--- config.mk ---
export PLATFORM = sky130hd
export DESIGN_NAME = reset_sequencer
export DESIGN_NICKNAME = d
export VERILOG_FILES = /design/src/rtl/reset_sequencer.sv
export SDC_FILE = /design/constraint.sdc
export NUM_CORES = 1
export LEC_CHECK = 0
export CAP_MARGIN = 20
export CORE_MARGIN = 3
export CORE_UTILIZATION = 51
export DETAILED_ROUTE_END_ITERATION = 7
export GPL_ROUTABILITY_DRIVEN = 0
export PLACE_DENSITY = 0.74
export SETUP_SLACK_MARGIN = 0.05
export SYNTH_ARGS = -nofsm -noshare
export SYNTH_HDL_FRONTEND = slang
export SYNTH_SLANG_ARGS = --single-unit
export TNS_END_PERCENT = 50
--- constraint.sdc ---
create_clock -name clk -period 2.82 [get_ports clk]
set_input_delay 0.423 -clock clk [delete_from_list [all_inputs] [get_ports clk]]
set_output_delay 0.423 -clock clk [all_outputs]
set_load 0.01 [all_outputs]
--- src/rtl/reset_sequencer.sv ---
// Power-up / recovery reset sequencer: pulses the MMCM reset, qualifies lock,
// then releases the domain resets in index order with a fixed gap.
module reset_sequencer #(
  parameter int NUM_DOMAINS         = 4,
  parameter int MMCM_RST_CYCLES     = 16,
  parameter int LOCK_STABLE_CYCLES  = 256,
  parameter int LOCK_TIMEOUT_CYCLES = 65536,
  parameter int RELEASE_GAP         = 8
) (
  input  logic                   clk,
  input  logic                   rst,
  input  logic                   mmcm_locked,
  input  logic                   sw_rst_req,
  output logic                   mmcm_rst,
  output logic [NUM_DOMAINS-1:0] domain_rst_n,
  output logic                   seq_done,
  output logic                   lock_lost,
  output logic                   lock_fail,
  output logic [7:0]             retry_cnt,
  output logic [2:0]             state
);

  localparam int MAX_A   = (LOCK_TIMEOUT_CYCLES > LOCK_STABLE_CYCLES) ? LOCK_TIMEOUT_CYCLES : LOCK_STABLE_CYCLES;
  localparam int MAX_B   = (MMCM_RST_CYCLES > RELEASE_GAP) ? MMCM_RST_CYCLES : RELEASE_GAP;
  localparam int MAX_ALL = (MAX_A > MAX_B) ? MAX_A : MAX_B;
  localparam int CNT_W   = $clog2(MAX_ALL) + 1;
  localparam int IDX_W   = (NUM_DOMAINS > 1) ? $clog2(NUM_DOMAINS) : 1;

  localparam logic [CNT_W-1:0] CNT_ONE  = CNT_W'(1);
  localparam logic [CNT_W-1:0] MR_LAST  = CNT_W'(MMCM_RST_CYCLES - 1);
  localparam logic [CNT_W-1:0] ST_LAST  = CNT_W'(LOCK_STABLE_CYCLES - 1);
  localparam logic [CNT_W-1:0] TO_LAST  = CNT_W'(LOCK_TIMEOUT_CYCLES - 1);
  localparam logic [CNT_W-1:0] GAP_LAST = CNT_W'(RELEASE_GAP - 1);
  localparam logic [IDX_W-1:0] IDX_LAST = IDX_W'(NUM_DOMAINS - 1);

  typedef enum logic [2:0] {
    S_MMCM_RST    = 3'd0,
    S_WAIT_LOCK   = 3'd1,
    S_LOCK_STABLE = 3'd2,
    S_RELEASE     = 3'd3,
    S_RUN         = 3'd4
  } state_t;

  state_t                 state_q, state_d;
  logic [CNT_W-1:0]       cnt_q, cnt_d;
  logic [IDX_W-1:0]       idx_q, idx_d;
  logic [NUM_DOMAINS-1:0] dom_q, dom_d;
  logic                   done_q, done_d;
  logic                   lost_q, lost_d;
  logic                   fail_q, fail_d;
  logic [7:0]             retry_q, retry_d;
  logic                   mmcm_rst_q;
  logic [1:0]             sync_q;
  logic                   locked_s;
  logic                   restart;

  function automatic logic [7:0] sat_inc(input logic [7:0] v);
    return (v == 8'hFF) ? v : v + 8'd1;
  endfunction

  assign locked_s = sync_q[1];

  always_comb begin
    state_d = state_q;
    cnt_d   = cnt_q;
    idx_d   = idx_q;
    dom_d   = dom_q;
    done_d  = done_q;
    lost_d  = 1'b0;
    fail_d  = 1'b0;
    retry_d = retry_q;
    restart = 1'b0;
    case (state_q)
      S_MMCM_RST: begin
        // Restart requests are ignored here so the MMCM pulse is never shortened or stretched.
        if (cnt_q == MR_LAST) begin
          state_d = S_WAIT_LOCK;
          cnt_d   = '0;
        end else begin
          cnt_d = cnt_q + CNT_ONE;
        end
      end
      S_WAIT_LOCK: begin
        if (!locked_s && cnt_q == TO_LAST) begin
          fail_d  = 1'b1;
          retry_d = sat_inc(retry_q);
          restart = 1'b1;
        end else if (sw_rst_req) begin
          restart = 1'b1;
        end else if (locked_s) begin
          state_d = S_LOCK_STABLE;
          cnt_d   = '0;
        end else begin
          cnt_d = cnt_q + CNT_ONE;
        end
      end
      S_LOCK_STABLE: begin
        if (sw_rst_req) begin
          restart = 1'b1;
        end else if (!locked_s) begin
          state_d = S_WAIT_LOCK;
          cnt_d   = '0;
        end else if (cnt_q == ST_LAST) begin
          dom_d[0] = 1'b1;
          cnt_d    = '0;
          idx_d    = IDX_W'(1);
          if (NUM_DOMAINS == 1) begin
            state_d = S_RUN;
            done_d  = 1'b1;
          end else begin
            state_d = S_RELEASE;
          end
        end else begin
          cnt_d = cnt_q + CNT_ONE;
        end
      end
      S_RELEASE: begin
        if (!locked_s) begin
          lost_d  = 1'b1;
          retry_d = sat_inc(retry_q);
          restart = 1'b1;
        end else if (sw_rst_req) begin
          restart = 1'b1;
        end else if (cnt_q == GAP_LAST) begin
          dom_d[idx_q] = 1'b1;
          cnt_d        = '0;
          if (idx_q == IDX_LAST) begin
            state_d = S_RUN;
            done_d  = 1'b1;
          end else begin
            idx_d = idx_q + IDX_W'(1);
          end
        end else begin
          cnt_d = cnt_q + CNT_ONE;
        end
      end
      S_RUN: begin
        if (!locked_s) begin
          lost_d  = 1'b1;
          retry_d = sat_inc(retry_q);
          restart = 1'b1;
        end else if (sw_rst_req) begin
          restart = 1'b1;
        end
      end
      default: restart = 1'b1;
    endcase
    if (restart) begin
      state_d = S_MMCM_RST;
      cnt_d   = '0;
      idx_d   = '0;
      dom_d   = '0;
      done_d  = 1'b0;
    end
  end

  always_ff @(posedge clk) begin
    if (!rst) begin
      sync_q     <= '0;
      state_q    <= S_MMCM_RST;
      cnt_q      <= '0;
      idx_q      <= '0;
      dom_q      <= '0;
      done_q     <= 1'b0;
      lost_q     <= 1'b0;
      fail_q     <= 1'b0;
      retry_q    <= 8'd0;
      mmcm_rst_q <= 1'b1;
    end else begin
      sync_q     <= {sync_q[0], mmcm_locked};
      state_q    <= state_d;
      cnt_q      <= cnt_d;
      idx_q      <= idx_d;
      dom_q      <= dom_d;
      done_q     <= done_d;
      lost_q     <= lost_d;
      fail_q     <= fail_d;
      retry_q    <= retry_d;
      mmcm_rst_q <= (state_d == S_MMCM_RST);
    end
  end

  assign mmcm_rst     = mmcm_rst_q;
  assign domain_rst_n = dom_q;
  assign seq_done     = done_q;
  assign lock_lost    = lost_q;
  assign lock_fail    = fail_q;
  assign retry_cnt    = retry_q;
  assign state        = state_q;

endmodule

==> impl_metrics.ini <==
[sta]
finalSetupViolations = 0
clock.fmax_ghz = 0.397
relSlewSlack_pct = 61.6
skew_ns = 0.00664
setup-tns-final_ns = 0
min_period_ns = 2.52
worst_slew_pin_slew_ns = 0.571
post-route-period-util_pct = 89.4
hold_viol_final = 0
slew_viol_final = 0
rsz0062_at_grt = true

[final_layout]
fin_nets = 293
drive_above_1_share_pct = 7.86
stdcell_area_mm2 = 0.00245
fillers = 346
syn2layout_area_growth_pct = 17.7
antenna_cells = 0
multi_input_area_mm2 = 0.00122
seq_area_um2 = 801

[synth]
synthCells = 255
synth_area_mm2 = 0.00208
ys_top_cells_by_area = dfxtp_1 38%, nor2_1 6.7%, nand2_1 4.7%
synthArstFlopShare_pct = 0
synth_cell_types = 43
yosys.area.top_type_share_pct = 38.5
synth_top_area_cell = dfxtp_1
synth_seq_cells = 40
ys_warn_count = 0
syn_area_per_cell_um2 = 8.16
ys.flop_type = dfxtp_1
synth_seq_area_share_pct = 38.5
postSynthNetCount = 266
synth_edf_count = 0

[grt]
grt.overflow.total = 0
grt_max_degree = 18
grt_pass1_vias = 1730
grt_usage_pct = 19.0
antenna_found_initial = 0
grt_first_pass_wirelength_mm = 7.70

[clocking]
hold_buffers = 0
cts-htree-levels = 2
cts-root-buf = clkbuf_8
postCtsSetupRepairBufs = 0
clock_latency_ns = 0.28
path_clk_slew_ns = 0.07
cts_inserted_buffers = 5
clockBufferDepth = 2
cts_tree = done
clkSinkCount = 40

[die]
core_mm2 = 0.00380
dieArea_mm2 = 0.00489
start_util_pct = 54.8
dieHeight_um = 69.9
ioPinCount = 23
die_x_um = 69.9
std_cell_rows = 22

[worst_setup_path]
arrival_ns = 2.69
crit_required_ns = 2.99
cp_max_fo = 8
setup.worst_path.end_class = register
crit_type = register to register
reg2reg_from = cnt_q[1]
worst_setup_path_start_kind = register
rrSetupSlack_ns = 0.30
reg2reg_depth = 11
r2r-end = retry_cnt[5]

[min_path]
whs_path_depth = 1
hp-class = register to register
min_from = sync_q[0]
min_to = sync_q[1]

[detailed_routing]
num_vias = 1852
drtIter0Drc = 102
postRouteAntennaNets = 0
dr.pass1.iters = 5
drc = 0
vias_per_cell = 5.65
drt-total-wl_mm = 4.48
post_drt_wl_per_cell_um = 13.7

[pwr]
ir_drop_mv = 0.283
power-per-cell-area_mw_per_mm2 = 384
leakage_nw = 0.920

[status]
run_status = finished clean

[place]
placed_cell_area_mm2 = 0.00237
portBuffers = 22
dp_hpwl_mm = 3.30

[flow_run]
timing.max_cap.violations = 0
==> stage by stage <==
stage	std cells	hold WS (ns)	utilization (%)	worst slack (ns)	total power, mW
2_1_floorplan	255	0.412	-	0.225	0.609
4_1_cts	328	0.451	64.3	0.214	0.951
5_1_grt	328	0.463	64.5	0.0122	0.978
6_report	328	0.451	64.5	0.299	0.941
3_3_place_gp	323	0.416	62.5	0.309	0.621
3_5_place_dp	323	0.435	62.5	0.270	0.622
==> registers in the layout, summed over array words and instances, names as in the netlist <==
register / cells
cnt_q: 17
idx_q: 2
lock_fail: 1
seq_done: 1
lock_lost: 1
state: 3
mmcm_rst: 1
retry_cnt: 8
sync_q: 2
domain_rst_n: 4
==> kinds of logic (layout without fill, tap and decap cells) <==
| family | count (synthesis) | in the layout | synth area share, % |
|---|---|---|---|
| AOI/OAI and AO/OA | 47 | 47 | 16.3 |
| adders and majority gates | 7 | 7 | 4.21 |
| xor gates and xnor gates | 14 | 14 | 5.89 |
| and+or+nand+nor | 125 | 125 | 30.2 |
| buffers and inverters | 19 | 44 | 3.43 |
| DFF | 40 | 40 | 38.5 |
| muxes | 3 | 3 | 1.50 |
==> Yosys cell counts (4+ instances only) <==
cell and number:
and2_1 11, nand2b_1 5, nand3_1 11, a32oi_1 5
clkbuf_1 7, xor2_1 4, a21oi_1 5, ha_1 7
and3_1 9, inv_1 12, nand4_1 9, o21ai_0 12
nand2_1 26, nor2_1 37, xnor2_1 10, a31oi_1 7
dfxtp_1 40
==> area by class of cell <==
| type | instances | area share [%] |
|---|---|---|
| Multi-Input combinational cell | 196 | 49.7 |
| Sequential cell | 40 | 32.7 |
| Timing Repair Buffer | 27 | 10.5 |
| Clock buffer | 5 | 2.81 |
| Tap cell | 48 | 2.45 |
| Inverter | 12 | 1.84 |
==> what timing repair did <==
item	in CTS	in global routing
setup endpoints to repair	0	11
resized for setup	0	3
endpoints found under the hold margin	0	0
==> worst max path at each step <==
| stage | start | endpoint | slack, ns |
|---|---|---|---|
| finish | cnt_q[1] | retry_cnt[5] | 0.30 |
| global route | cnt_q[0] | retry_cnt[4] | 0.01 |
| detailed placement | cnt_q[0] | cnt_q[13] | 0.27 |
| global placement | cnt_q[0] | cnt_q[9] | 0.31 |
| floorplan | cnt_q[0] | retry_cnt[5] | 0.23 |
| CTS | cnt_q[0] | cnt_q[13] | 0.21 |
==> power breakdown <==
group / leakage, nW / internal, mW / switching, mW / total, mW
Clock: 0.0359 / 0.159 / 0.171 / 0.331
Combinational: 0.561 / 0.0146 / 0.0199 / 0.0344
Sequential: 0.323 / 0.570 / 0.00605 / 0.576
==> cells in the final DEF, fill, tap and decap left out, types with 3 or more instances in the layout <==
| master | instances |
|---|---|
| a21oi_1 | 5 |
| a31oi_1 | 7 |
| a32oi_1 | 5 |
| and2_1 | 11 |
| and3_1 | 8 |
| buf_4 | 5 |
| clkbuf_8 | 5 |
| clkdlybuf4s50_1 | 22 |
| dfxtp_1 | 40 |
| ha_1 | 7 |
| inv_1 | 12 |
| nand2_1 | 26 |
| nand2b_1 | 5 |
| nand3_1 | 11 |
| nand4_1 | 9 |
| nor2_1 | 36 |
| nor2b_1 | 3 |
| nor4_1 | 3 |
| o21ai_0 | 12 |
| xnor2_1 | 10 |
| xor2_1 | 4 |
==> metal layers <==
metal / track usage, % / vias up / part of all wire (%)
met5: 0 / - / 0
met4: 4.26 / 0 / 1.0
met3: 4.32 / 7 / 4.2
met2: 32.6 / 42 / 49
met1: 24.3 / 851 / 46
li1: - / 952 / -
==> worst max-delay path, cell delays in order, from the launching register on <==
cell      delay [ns]
dfxtp_1         0.39
ha_1            0.22
nand3_1         0.15
nor2_1          0.22
and3_1          0.20
ha_1            0.21
o21bai_1        0.09
a221oi_1        0.30
buf_4           0.21
nand4_1         0.12
xnor2_1         0.14
and2_1          0.15
No activity file was read; power rests on OpenSTA's default activity.
